$ cat config.mk
export PLATFORM = sky130hd
export DESIGN_NAME = controle_ula_multiciclo
export DESIGN_NICKNAME = d
export VERILOG_FILES = /design/src/rtl/controle_ula_multiciclo_pkg.sv /design/src/rtl/controle_ula_multiciclo_decodificador_ula.sv /design/src/rtl/controle_ula_multiciclo.sv
export SDC_FILE = /design/constraint.sdc
export NUM_CORES = 1
export LEC_CHECK = 0
export ABC_AREA = 1
export CAP_MARGIN = 20
export CORE_UTILIZATION = 35
export CTS_CLUSTER_SIZE = 10
export DETAILED_ROUTE_END_ITERATION = 8
export GPL_TIMING_DRIVEN = 0
export PLACE_DENSITY = 0.59
export SLEW_MARGIN = 20
export SYNTH_ARGS = -nofsm -noshare
export SYNTH_HDL_FRONTEND = slang
export SYNTH_SLANG_ARGS = --single-unit
$ cat constraint.sdc
create_clock -name clk -period 1.7 [get_ports clk]
set_input_delay 0.255 -clock clk [delete_from_list [all_inputs] [get_ports clk]]
set_output_delay 0.255 -clock clk [all_outputs]
set_load 0.05 [all_outputs]
$ cat src/rtl/controle_ula_multiciclo_pkg.sv
// Shared definitions for the multi-cycle ALU control:
// ALU operation codes, ALUOp encodings and FSM states.
package controle_ula_multiciclo_pkg;

   // ALU operation codes (3-bit, zero-extended to CTRL_W at the output)
   localparam logic [2:0] ULA_AND = 3'b000;
   localparam logic [2:0] ULA_OR  = 3'b001;
   localparam logic [2:0] ULA_ADD = 3'b010;
   localparam logic [2:0] ULA_SLL = 3'b011;
   localparam logic [2:0] ULA_SRL = 3'b100;
   localparam logic [2:0] ULA_NOR = 3'b101;
   localparam logic [2:0] ULA_SUB = 3'b110;
   localparam logic [2:0] ULA_SLT = 3'b111;

   // ALUOp encodings from the main control unit
   localparam logic [1:0] ALUOP_ADD = 2'b00;
   localparam logic [1:0] ALUOP_SUB = 2'b01;
   localparam logic [1:0] ALUOP_R   = 2'b10;
   localparam logic [1:0] ALUOP_I   = 2'b11;

   // Controller states: idle/accepting, or stepping a shift
   typedef enum logic {
      OCIOSO  = 1'b0,
      DESLOCA = 1'b1
   } estado_t;

   // True for the ops that the iterative shifter executes one bit per cycle
   function automatic logic eh_deslocamento(input logic [2:0] code);
      return (code == ULA_SLL) || (code == ULA_SRL);
   endfunction

endpackage

$ cat src/rtl/controle_ula_multiciclo_decodificador_ula.sv
// Combinational decode of (ALUOp, funct, fv) into a 3-bit ALU code,
// a shift flag and an illegal-encoding flag (illegal ops decode as ADD).
module decodificador_ula
   import controle_ula_multiciclo_pkg::*;
#(
   parameter int FUNCT_W = 3,
   parameter int FV_W    = 3
) (
   input  logic [1:0]         ALUOp,
   input  logic [FUNCT_W-1:0] funct,
   input  logic [FV_W-1:0]    fv,
   output logic [2:0]         code,
   output logic               eh_shift,
   output logic               ilegal
);

   // Only the low 3 bits carry the operation; any set upper bit is illegal
   logic funct_alto, fv_alto;
   assign funct_alto = (funct >> 3) != '0;
   assign fv_alto    = (fv >> 3) != '0;

   // Decode table; defaults give ADD, non-shift, legal
   always_comb begin
      code   = ULA_ADD;
      ilegal = 1'b0;
      case (ALUOp)
         ALUOP_ADD: code = ULA_ADD;
         ALUOP_SUB: code = ULA_SUB;
         ALUOP_R: begin
            if (funct_alto) begin
               ilegal = 1'b1;
            end else begin
               case (funct[2:0])
                  3'b000:  code = ULA_ADD;
                  3'b001:  code = ULA_SUB;
                  3'b010:  code = ULA_AND;
                  3'b011:  code = ULA_OR;
                  3'b100:  code = ULA_SLT;
                  3'b101:  code = ULA_SLL;
                  3'b110:  code = ULA_SRL;
                  default: code = ULA_NOR;
               endcase
            end
         end
         default: begin
            if (fv_alto) begin
               ilegal = 1'b1;
            end else begin
               case (fv[2:0])
                  3'b000:  code = ULA_ADD;
                  3'b001:  code = ULA_AND;
                  3'b010:  code = ULA_OR;
                  3'b011:  code = ULA_SLT;
                  3'b100:  code = ULA_SLL;
                  3'b101:  code = ULA_SRL;
                  default: ilegal = 1'b1;
               endcase
            end
         end
      endcase
      eh_shift = eh_deslocamento(code);
   end

endmodule

$ cat src/rtl/controle_ula_multiciclo.sv
// Registered ALU control for the multi-cycle nRISC EX stage.
// Single-cycle ops complete the cycle after acceptance; shifts run one
// 1-bit step per cycle with ocupado stalling upstream until the last step.
module controle_ula_multiciclo
   import controle_ula_multiciclo_pkg::*;
#(
   parameter int FUNCT_W = 3,
   parameter int FV_W    = 3,
   parameter int CTRL_W  = 3,
   parameter int SHAMT_W = 3
) (
   input  logic               clk,
   input  logic               rst_n,
   input  logic               valido_in,
   input  logic               descarta,
   input  logic [1:0]         ALUOp,
   input  logic [FUNCT_W-1:0] funct,
   input  logic [FV_W-1:0]    fv,
   input  logic [SHAMT_W-1:0] shamt,
   output logic [CTRL_W-1:0]  ALUcontrol,
   output logic               valido_out,
   output logic               ocupado,
   output logic               passo,
   output logic               ultimo,
   output logic               ilegal
);

   estado_t              estado, estado_prox;
   logic [SHAMT_W-1:0]   cnt, cnt_prox;
   logic [CTRL_W-1:0]    ctrl_prox;
   logic                 valido_prox, ocupado_prox, passo_prox, ultimo_prox, ilegal_prox;

   logic [2:0]           cod_dec;
   logic                 shift_dec, ilegal_dec;

   decodificador_ula #(
      .FUNCT_W (FUNCT_W),
      .FV_W    (FV_W)
   ) u_dec (
      .ALUOp    (ALUOp),
      .funct    (funct),
      .fv       (fv),
      .code     (cod_dec),
      .eh_shift (shift_dec),
      .ilegal   (ilegal_dec)
   );

   // Next state, step counter and next registered outputs
   always_comb begin
      estado_prox  = estado;
      cnt_prox     = cnt;
      ctrl_prox    = ALUcontrol;
      valido_prox  = 1'b0;
      ocupado_prox = 1'b0;
      passo_prox   = 1'b0;
      ultimo_prox  = 1'b0;
      ilegal_prox  = 1'b0;
      case (estado)
         OCIOSO: begin
            if (valido_in && !descarta) begin
               ctrl_prox = CTRL_W'(cod_dec);
               if (shift_dec && (shamt != '0)) begin
                  // First step is presented the cycle after acceptance
                  estado_prox  = DESLOCA;
                  cnt_prox     = shamt;
                  passo_prox   = 1'b1;
                  ocupado_prox = 1'b1;
                  ultimo_prox  = (shamt == SHAMT_W'(1));
                  valido_prox  = (shamt == SHAMT_W'(1));
               end else begin
                  valido_prox = 1'b1;
                  ilegal_prox = ilegal_dec;
               end
            end
         end
         default: begin
            // cnt holds the number of steps left including the current one
            if (descarta || (cnt == SHAMT_W'(1))) begin
               estado_prox = OCIOSO;
               cnt_prox    = '0;
            end else begin
               cnt_prox     = cnt - SHAMT_W'(1);
               passo_prox   = 1'b1;
               ocupado_prox = 1'b1;
               ultimo_prox  = (cnt == SHAMT_W'(2));
               valido_prox  = (cnt == SHAMT_W'(2));
            end
         end
      endcase
   end

   // State, counter and output registers with asynchronous clear
   always_ff @(posedge clk or negedge rst_n) begin
      if (!rst_n) begin
         estado     <= OCIOSO;
         cnt        <= '0;
         ALUcontrol <= '0;
         valido_out <= 1'b0;
         ocupado    <= 1'b0;
         passo      <= 1'b0;
         ultimo     <= 1'b0;
         ilegal     <= 1'b0;
      end else begin
         estado     <= estado_prox;
         cnt        <= cnt_prox;
         ALUcontrol <= ctrl_prox;
         valido_out <= valido_prox;
         ocupado    <= ocupado_prox;
         passo      <= passo_prox;
         ultimo     <= ultimo_prox;
         ilegal     <= ilegal_prox;
      end
   end

endmodule

---- Yosys cells after proc, flatten, opt, wreduce, memory -nomap -nowiden ----
Index checks and enable logic that the tools add are counted.
W data, S select, Z words.
word-level totals
  register bits after elaboration ......... 10
  input bits .............................. 15
  output and inout bits ................... 8
  word-level logic and storage cells ...... 64
operators by class
  add/sub/neg operators ................... 1
  eq/ne operators ......................... 18
  mux-type cells .......................... 23
  bitwise operators ....................... 1
  reduce and logical (&&, ||, !) cells .... 15
operator list
  operator               count
  $pmux W3 S7            1
  $eq A3 B2 Y1 const B   6
  $eq A3 B3 Y1 const B   6
  $mux W1                16
  $pmux W3 S5            1
  $eq A3 B1 Y1 const B   4
  $mux W3                4
  $pmux W3 S3            1
  $logic_not A3 Y1       2
  $reduce_or A6 Y1       1
  $reduce_and A2 Y1      2
  $reduce_bool A2 Y1     2
  $reduce_bool A3 Y1     1
  $reduce_or A3 Y1       1
  $sub A3 B1 Y3 const B  1
  $eq A2 B1 Y1 const B   1
  $eq A2 B2 Y1 const B   1
  $logic_and A1 B1 Y1    2
  $logic_not A2 Y1       1
  $logic_or A1 B1 Y1     2
  $logic_not A1 Y1       1
  $not A1 Y1             1

---- Logic depth before layout (Yosys ltp) ----
Gate-level depths: netlist (run 1).
  word-level depth ........................ 9
  gate-level depth with buffers ........... 11
  depth with buffers taken out ............ 11

---- Modules after synthesis ----
A second synthesis (run 1) with hierarchy kept.
unflattened totals
  cells, all modules ...................... 130
  area, all modules ....................... 879.6 um^2
modules (own cells, without submodules)
  module                   instances  cells each  area an instance (um^2)  seq. area each (um^2)
  controle_ula_multiciclo  1          75          606.8                    250.2
  decodificador_ula        1          55          272.8                    0.0

---- Worst setup path after synthesis (run 1) ----
Ideal clock, no wire load.
  path type ............................... reg-to-reg
  start point ............................. reg estado
  end point ............................... reg cnt[2]
  library setup time ...................... 0.118 ns
  arrival ................................. 1.189 ns
  data required time ...................... 1.582 ns
  path slack .............................. 0.393 ns
  stages on the path, launching flop included .. 6
  path buffers ............................ 0
  clock period less this slack ............ 1.307 ns
  cells stage by stage .................... dfrtp_1 > inv_1 > nand2_1 > o21ai_0 > nand3_1 > nand2_1
between the ends
  word-level cells in the longest chain between the ends .. 2
  elaborated cells on any way between the ends .. 4
  those cells by class .................... mux: 1; reduce/logical: 3
ends and longest elaborated chain
  item                                 RTL line                        source
  from (decl)                          controle_ula_multiciclo.sv:28   estado_t estado, estado_prox;
  from (signal assigned)               controle_ula_multiciclo.sv:104  estado <= estado_prox;
  $reduce_bool A2 Y1 (no source line)  -
  $reduce_and A2 Y1 (no source line)   -
  to (signal assigned)                 controle_ula_multiciclo.sv:105  cnt <= cnt_prox;
  to (decl)                            controle_ula_multiciclo.sv:29   logic [SHAMT_W-1:0] cnt, cnt_prox;
Several ways; a longest one is shown, not always the timed one.
A chain may end at the register's enable or synchronous reset.

---- Final worst setup path (run 1) ----
  start point ............................. reg ilegal
  end point ............................... out ilegal
RTL lines
  item                    RTL line                        source
  from (decl)             controle_ula_multiciclo.sv:25   output logic ilegal
  from (signal assigned)  controle_ula_multiciclo.sv:111  ilegal <= ilegal_prox;
No word-level cell between the ends.

==> qor.csv, run 1 <==
stage,metric,value,unit
status,outcome,"complete, no violations",
synthesis,synth_area,764,um2
detailed_routing,met1_length,800,um
detailed_routing,top_layer,met4,
job,cap_violations,0,
clock_tree,cts_buffer_depth,2,
cells_and_area,post-route-util,53.0,%
grt,grt_pass1_wl,2780,um
grt,gr-total-overflow,0,
sta,worstMarginPinSlew,0.513,ns
synthesis,synth_nets,132,
sta,fin_hold_ws,0.300,ns
clock_tree,cts_inserted_buffers,3,
worst_setup_path,cp-end-kind,output port,
placement,hpwlAfterDp,1320,um
cells_and_area,antennaDiodeCount,0,
detailed_routing,drt_iter0_markers,13,
synthesis,syn_inst,114,
sta,rsz0062_at_grt,false,
floorplanning,placementRows,16,
sta,finalHoldViolations,0,
sta,setup_ws,0.0774,ns
detailed_routing,vias_per_cell,4.55,
sta,fin_crit_sh,95.4,%
cells_and_area,area_growth,38.8,%
grt,grt_max_degree,11,
floorplanning,die_h,48.7,um
floorplanning,start_util,38.2,%
grt,grt_usage,14.6,%
cells_and_area,drive_above_1_share,15.0,%
placement,place_inst,163,
clock_tree,clk_pin_slew,0.06,ns
floorplanning,die_area,2380,um2
sta,max_freq,616,MHz
worst_setup_path,critPathSlowestCell,clkdlybuf4s50_1,
hold_path,min_path_type,primary input to asynchronous set/reset pin,
floorplanning,die_w,48.7,um
worst_setup_path,crit_chain,clkdlybuf4s50_1,
grt,antenna_found_initial,0,
grt,grt_pass1_vias,712,
sta,drv_slew,0,
detailed_routing,drtPass1Iterations,4,
synthesis,synth.distinct_cells,22,
worst_setup_path,critPathTopFamily,buffers and inverters,
sta,fin_worst_skew,0.000615,ns
placement,numPortBuffers,22,
synthesis,synth_ff_type,dfrtp_1,
detailed_routing,ant_nets,0,
pwr,ir_drop,0.439,mV
cells_and_area,stdcell_count,167,
synthesis,synth-async-reset-ratio,100,%
detailed_routing,wirelength,1520,um
worst_setup_path,crit_fanout,1,
pwr,power_density,867,nW/um2
sta,post-route-min-period,1.62,ns
synthesis,synth_edf_count,0,
placement,place_worst_setup_slack,-0.0555,ns
detailed_routing,num_vias,760,
detailed_routing,wl_met3,64,um
floorplanning,boundaryPins,23,
worst_setup_path,path_class,flip-flop to output port,
clock_tree,cts_tree,done,
clock_tree,cts_setup_buffers,0,
worst_setup_path,start_kind,flip-flop,
synthesis,yosysWarnings,0,
clock_tree,htreeDepth,1,
synthesis,synth_area_per_cell,6.71,um2
placement,gp_congestion,0.803,
worst_setup_path,critPathRequiredTime,1.44,ns
clock_tree,clk_latency,0.25,ns
worst_setup_path,max_stage_delay,0.79,ns
clock_tree,cts.sinks,10,
worst_setup_path,arrival,1.37,ns
clock_tree,cts-root-buf,clkbuf_4,
worst_setup_path,crit_buf_inv,1,
detailed_routing,wire_per_inst,9.11,um
detailed_routing,dr_wl_met2,644,um
floorplanning,core,2000,um2
sta,final-setup-viol-count,0,
sta,slew_headroom,65.8,%
synthesis,seq_area_frac_synth,32.7,%
synthesis,ys_ff_latch,10,
detailed_routing,drc,0,
pwr,p_total,0.920,mW
cells_and_area,nets,159,
pwr,p_leak,0.578,nW
[final timing paths]
check,start,slack (ns),cells after the start,endpoint
worst max-delay path,ilegal,0.08,1,ilegal
worst min-delay path,rst_n,0.30,1,estado
worst max register to register,cnt[1],0.33,7,cnt[2]
worst min register to register,ALUcontrol[2],0.48,2,ALUcontrol[2]
max in group asynchronous,rst_n,1.11,1,cnt[0]
min in group clk,ALUcontrol[2],0.48,2,ALUcontrol[2]
[per-stage QoR]
step	setup TNS, ns	instance area, um2
global route	0	1060
global placement	-0.158	1020
detailed placement	-0.208	1020
floorplan	0	764
finish	0	1060
CTS	0	1050
[metal layers]
layer	vias to the layer above	GRT usage (%)
met1	325	20.7
met4	0	5.88
met5	-	0
met3	2	0.943
met2	16	22.9
li1	417	-
[what timing repair did]
action	CTS	global route
gates resized for setup	2	4
hold buffers	0	0
endpoints found under the setup margin	2	4
[logic make-up (layout without fill, tap and decap cells)]
logic type	count (synthesis)	count (layout)	synth area share, %
xor+xnor	1	1	1.15
flops	10	10	32.7
simple gates	67	67	41.2
fa+ha+maj	3	3	4.91
compound gates	15	15	10.5
buf+inv	18	44	9.49
[layout by cell type (no fill, tap or decap), drive strengths merged]
cell type	count
clkbuf	4
o21ai	10
xnor2	1
inv	16
dlygate4sd2	1
buf	1
clkdlybuf4s15	1
clkinv	1
o22ai	1
dlymetal6s2s	3
nand4	2
nor2	11
a21oi	4
nand3	13
nand2	40
dfrtp	10
ha	3
nor3	1
clkdlybuf4s50	17
[layout make-up]
class	count	area [um2]
well taps	27	33.8
inverters	17	65.1
flip-flops and latches	10	250
fillers	197	941
clock buffers	4	36.3
multi-input cells	86	442
repair buffers	22	226
plain buffers	1	7.51
[sequential cells by signal, indices dropped and copies added (netlist names)]
register	flops
ultimo	1
ALUcontrol	3
cnt	3
ilegal	1
valido_out	1
estado	1
[where the power goes]
part	total, mW	switching (mW)	leakage [nW]	internal [mW]
clock network	0.202	0.0723	0.0210	0.130
logic	0.385	0.231	0.427	0.155
registers	0.333	0.0475	0.131	0.285
total	0.920	0.350	0.578	0.570
[cell usage after synthesis (2+ instances only)]
cell     instances  area (um2)
a21oi_1          3        15.0
ha_1             3        37.5
nand2_2          6        37.5
o21ai_1          2        10.0
dfrtp_1         10         250
nor2_2           3        18.8
nand3_1         12        60.1
nand2_1         33         124
inv_1           14        52.6
o21ai_0          8        40.0
nor2_1           8        30.0
inv_2            2        7.51
(Power assumes the default switching activity.)
==> run 2: changes to the inputs <==
--- a/config.mk
+++ b/config.mk
@@ -10,8 +10,7 @@
 export CORE_UTILIZATION = 35
 export CTS_CLUSTER_SIZE = 10
 export DETAILED_ROUTE_END_ITERATION = 8
-export GPL_TIMING_DRIVEN = 0
-export PLACE_DENSITY = 0.59
+export GPL_TIMING_DRIVEN = 1
 export SLEW_MARGIN = 20
 export SYNTH_ARGS = -nofsm -noshare
 export SYNTH_HDL_FRONTEND = slang
==> run 2 against run 1 <==
  * Total power fell by 0.38%
  * Fmax up 0.54%
  * Non-clock buffer count grew 1
  * Sequential cell count did not move
  * Worst setup slack better by 0.0087 ns
  * Clock power hardly changed
  * Largest power group unchanged
  * Sequential power barely moved
  * Global-route usage rose by 0.16 points
==> qor.csv, run 2 (synthesis results as in run 1) <==
stage,metric,value,unit
worst_setup_path,cp-end-kind,output port,
placement,place_worst_setup_slack,-0.0491,ns
cells_and_area,final_cell_mix,"nand2_1, clkdlybuf4s50_1, inv_1",
floorplanning,boundaryPins,23,
sta,post-route-min-period,1.61,ns
grt,grt_pass1_wl,2770,um
grt,antenna_found_initial,0,
worst_setup_path,cp_num_cells,1,
clock_tree,cts.sinks,10,
worst_setup_path,path_class,flip-flop to output port,
worst_setup_path,start_kind,flip-flop,
grt,grt_use_met3,0.943,%
floorplanning,placementRows,16,
grt,use_met2,21.5,%
sta,final-setup-viol-count,0,
cells_and_area,nets,160,
pwr,power_density,877,nW/um2
worst_setup_path,critPathTopFamily,buffers and inverters,
detailed_routing,vias_per_cell,4.65,
detailed_routing,drc,0,
placement,numPortBuffers,22,
floorplanning,core,2000,um2
grt,grt_most_used_layer,met1,
worst_setup_path,startpoint,valido_out,
detailed_routing,num_vias,781,
sta,fin_worst_skew,0.00315,ns
placement,hpwlAfterDp,1310,um
cells_and_area,mostFrequentLayoutCell,nand2_1,
clock_tree,htreeDepth,1,
clock_tree,cts_tree,done,
sta,rsz0062_at_grt,false,
detailed_routing,wire_per_inst,8.93,um
status,outcome,"complete, no violations",
sta,finalHoldViolations,0,
clock_tree,clk_latency,0.25,ns
grt,grt_use_met1,21.8,%
detailed_routing,ant_nets,0,
cells_and_area,area_growth,36.7,%
floorplanning,die_area,2380,um2
floorplanning,start_util,38.2,%
cells_and_area,top_regs,"ALUcontrol x3, cnt x3",
clock_tree,cts_setup_buffers,0,
clock_tree,clk_pin_slew,0.06,ns
detailed_routing,drt_iter0_markers,12,
job,cap_violations,0,
sta,drv_slew,0,
sta,fin_crit_sh,94.9,%
sta,worstMarginPinSlew,0.485,ns
worst_setup_path,worstSetupEndpoint,valido_out,
worst_setup_path,rrSetupSlack,0.35,ns
sta,setup_ws,0.0862,ns
cells_and_area,antennaDiodeCount,0,
worst_setup_path,critPathSlowestCell,clkdlybuf4s50_1,
grt,gr-total-overflow,0,
worst_setup_path,max_stage_delay,0.79,ns
pwr,ir_drop,0.369,mV
placement,place_area,1010,um2
worst_setup_path,r2r_end,cnt[1],
hold_path,min_path_type,primary input to asynchronous set/reset pin,
clock_tree,cts_inserted_buffers,3,
worst_setup_path,crit_buf_inv,1,
worst_setup_path,crit_chain,clkdlybuf4s50_1,
floorplanning,die_h,48.7,um
clock_tree,cts_buffer_depth,2,
cells_and_area,stdcell_area,1040,um2
clock_tree,cts_resized,0,
worst_setup_path,critPathRequiredTime,1.44,ns
sta,max_freq,620,MHz
grt,grt_pass1_vias,700,
clock_tree,ctsHoldBuffers,0,
cells_and_area,post-route-util,52.2,%
worst_setup_path,r2r_start,cnt[1],
grt,grt_max_degree,11,
cells_and_area,drive_above_1_share,20.6,%
detailed_routing,wirelength,1500,um
sta,slew_headroom,67.5,%
worst_setup_path,crit_fanout,1,
worst_setup_path,arrival,1.36,ns
worst_setup_path,rr_worst_depth,7,
floorplanning,die_w,48.7,um
pwr,p_total,0.916,mW
detailed_routing,drtPass1Iterations,4,
clock_tree,cts-root-buf,clkbuf_4,
placement,gp_congestion,0.772,
pwr,p_leak,0.552,nW
grt,grt_usage,14.8,%
run 2: cell types whose count changed in the layout (fill, tap and decap cells not counted), sizes merged:
| cell | delta |
|---|---|
| buf | +8 |
| dlymetal6s2s | -3 |
| clkdlybuf4s50 | -2 |
| dlygate4sd2 | -1 |
| clkdlybuf4s15 | -1 |
run 2: routing by layer:
layer	vias to the layer above	share of wire, %	wire (um)
met1	338	51	758
li1	419	-	-
met2	22	43	638
met3	2	5.5	83
met4	0	1.3	20
met5	-	0	0
run 2: worst min-delay path by stage:
stage	start	end	slack (ns)	cells after the start
floorplan	rst_n	ALUcontrol[0]	-0.04	0
global placement	ALUcontrol[0]	ALUcontrol[0]	0.47	2
global route	rst_n	ALUcontrol[1]	0.32	1
finish	rst_n	ALUcontrol[1]	0.29	1
detailed placement	ALUcontrol[1]	ALUcontrol[1]	0.48	2
CTS	rst_n	ALUcontrol[1]	0.30	1
run 2: power breakdown:
part / switching, mW / leakage, nW / internal (mW)
Combinational: 0.232 / 0.400 / 0.151
Sequential: 0.0477 / 0.131 / 0.285
Clock: 0.0712 / 0.0210 / 0.130
Total: 0.351 / 0.552 / 0.566
run 2: area by class of cell:
cell class / instances / area, um2
clock buffer: 4 / 36.3
fill: 215 / 957
inverter: 17 / 65.1
multi-input combinational: 86 / 442
sequential: 10 / 250
tap: 27 / 33.8
timing repair buffer: 24 / 218
run 2: through the flow:
stage / std cells / TNS, ns / hold WS (ns)
floorplan: 114 / 0 / -0.0406
global placement: 164 / -0.0860 / 0.470
detailed placement: 164 / -0.176 / 0.484
CTS: 168 / 0 / 0.305
global route: 168 / 0 / 0.324
finish: 168 / 0 / 0.293
==> run 3: changes to the inputs <==
--- a/config.mk
+++ b/config.mk
@@ -7,10 +7,12 @@
 export LEC_CHECK = 0
 export ABC_AREA = 1
 export CAP_MARGIN = 20
-export CORE_UTILIZATION = 35
+export CORE_UTILIZATION = 49
 export CTS_CLUSTER_SIZE = 10
 export DETAILED_ROUTE_END_ITERATION = 8
+export GPL_ROUTABILITY_DRIVEN = 1
 export GPL_TIMING_DRIVEN = 1
+export PLACE_DENSITY = 0.83
 export SLEW_MARGIN = 20
 export SYNTH_ARGS = -nofsm -noshare
 export SYNTH_HDL_FRONTEND = slang
==> constraint.sdc (replaced) <==
create_clock -name clk -period 2.1 [get_ports clk]
set_input_delay 0.315 -clock clk [delete_from_list [all_inputs] [get_ports clk]]
set_output_delay 0.315 -clock clk [all_outputs]
set_load 0.05 [all_outputs]
==> run 3 against run 2 <==
  * Clock power is 16% lower
  * Cell count down 8.3%
  * Sequential cell count unchanged
  * Total power down 18%
  * Sequential power shrank 19%
  * First-iteration DRC count is 67% higher
  * Design area decreased by 1.2%
  * Non-clock buffer count fell by 2
  * Count of clock-buffer cells in the layout did not move
  * Register-to-register slack gained 0.37 ns
  * Die area down 27%
  * Worst hold slack gained 0.055 ns
==> qor.csv, run 3 (synthesis results as in run 1) <==
stage,metric,value,unit
worst_setup_path,cp-end-kind,output port,
pwr,pwr-share-clk,22.4,%
clock_tree,cts_resized,0,
worst_setup_path,critPathTopFamily,buffers and inverters,
worst_setup_path,r2r_end,cnt[2],
detailed_routing,num_vias,788,
clock_tree,cts_setup_buffers,0,
placement,place_worst_setup_slack,0.282,ns
worst_setup_path,crit_buf_inv,1,
worst_setup_path,rr_worst_depth,7,
floorplanning,die_area,1720,um2
pwr,p_int,0.462,mW
sta,fin_worst_skew,0.000814,ns
cells_and_area,area_growth,35.0,%
grt,grt_usage,20.1,%
cells_and_area,mostFrequentLayoutCell,nand2_1,
sta,max_freq,526,MHz
cells_and_area,final_cell_mix,"nand2_1, clkdlybuf4s50_1, inv_1",
cells_and_area,nets,158,
worst_setup_path,start_kind,flip-flop,
hold_path,min_path_type,primary input to asynchronous set/reset pin,
detailed_routing,wirelength,1590,um
sta,finalHoldViolations,0,
sta,rsz0062_at_grt,false,
placement,hpwlAfterDp,1340,um
sta,worstMarginPinSlew,0.506,ns
clock_tree,cts-root-buf,clkbuf_4,
detailed_routing,wl_met3,99,um
detailed_routing,vias_per_cell,5.12,
clock_tree,ctsHoldBuffers,0,
detailed_routing,dr_wl_met2,731,um
job,cap_violations,0,
detailed_routing,wire_per_inst,10.3,um
pwr,switching_share,38.8,%
sta,setup_ws,0.200,ns
pwr,p_total,0.756,mW
detailed_routing,ant_nets,0,
detailed_routing,drt_iter0_markers,20,
grt,antenna_found_initial,0,
clock_tree,cts_buffer_depth,2,
worst_setup_path,critPathSlowestCell,clkdlybuf4s50_1,
clock_tree,clk_pin_slew,0.06,ns
worst_setup_path,rrSetupSlack,0.72,ns
pwr,power_density,732,nW/um2
sta,drv_slew,0,
placement,numPortBuffers,22,
sta,slew_headroom,66.1,%
clock_tree,cts_inserted_buffers,3,
clock_tree,clk_latency,0.26,ns
worst_setup_path,r2r_start,cnt[1],
floorplanning,start_util,55.3,%
placement,gp_congestion,0.909,
clock_tree,cts_tree,done,
sta,final-setup-viol-count,0,
clock_tree,cts.sinks,10,
floorplanning,placementRows,13,
detailed_routing,top_layer,met3,
worst_setup_path,max_stage_delay,0.86,ns
worst_setup_path,arrival,1.59,ns
pwr,p_leak,0.531,nW
sta,fin_crit_sh,90.5,%
worst_setup_path,path_class,flip-flop to output port,
grt,grt_pass1_wl,2750,um
pwr,power.share.sequential,35.8,%
worst_setup_path,crit_fanout,7,
status,outcome,"complete, no violations",
grt,grt_max_degree,11,
sta,fin_hold_ws,0.347,ns
cells_and_area,stdcell_area,1030,um2
sta,fin_setup_tns,0,ns
pwr,ir_drop,0.360,mV
pwr,p_comb_share,41.8,%
floorplanning,boundaryPins,23,
placement,place_area,996,um2
worst_setup_path,crit_chain,clkdlybuf4s50_1,
detailed_routing,drtPass1Iterations,6,
detailed_routing,met1_length,754,um
sta,post-route-min-period,1.90,ns
cells_and_area,antennaDiodeCount,0,
cells_and_area,drive_above_1_share,14.4,%
cells_and_area,top_regs,"ALUcontrol x3, cnt x3",
pwr,netSwitchingPower,0.293,mW
clock_tree,htreeDepth,1,
floorplanning,die_w,41.5,um
floorplanning,die_h,41.5,um
detailed_routing,drc,0,
grt,gr-total-overflow,0,
worst_setup_path,critPathRequiredTime,1.78,ns
floorplanning,core,1380,um2
grt,grt_pass1_vias,665,
[run 3: cell count changes in the layout (fill, tap and decap cells not counted)]
| cell | change |
|---|---|
| buf_4 | -9 |
| clkdlybuf4s50_1 | +7 |
[run 3: power by group through the flow]
stage / sequential, mW / clock, mW / combinational (mW)
floorplan: 0.317 / 0 / 0.163
global placement: 0.271 / 0 / 0.307
detailed placement: 0.271 / 0 / 0.319
CTS: 0.270 / 0.174 / 0.318
global route: 0.276 / 0.187 / 0.347
finish: 0.271 / 0.169 / 0.316
[run 3: final cells by class]
cell class / instances / area (um2)
sequential: 10 / 250
inverter: 17 / 65.1
fill: 107 / 350
timing repair buffer: 22 / 220
tap: 15 / 18.8
multi-input combinational: 86 / 442
clock buffer: 4 / 36.3
[run 3: metal layers]
| layer | up-vias | global-route usage [%] |
|---|---|---|
| met5 | - | 0 |
| met1 | 339 | 27.4 |
| met2 | 36 | 31.6 |
| met4 | 0 | 7.74 |
| met3 | 0 | 3.48 |
| li1 | 413 | - |
[run 3: how the worst max path moves through the flow]
stage                        end  depth (start not counted)      from  slack (ns)
after CTS                  passo                          1    estado        0.19
after detailed placement  cnt[2]                         12  ALUOp[1]        0.28
final                      passo                          1    estado        0.20
after global routing       passo                          1    estado        0.13
after floorplan           cnt[2]                          5    estado        0.79
after global placement    cnt[0]                         12  ALUOp[1]        0.32
[run 3: per-stage QoR]
step                      cells  util (%)
final                       154      74.7
after global routing        154      74.7
after CTS                   154      74.7
after detailed placement    150      72.0
after global placement      150      72.0
after floorplan             114         -
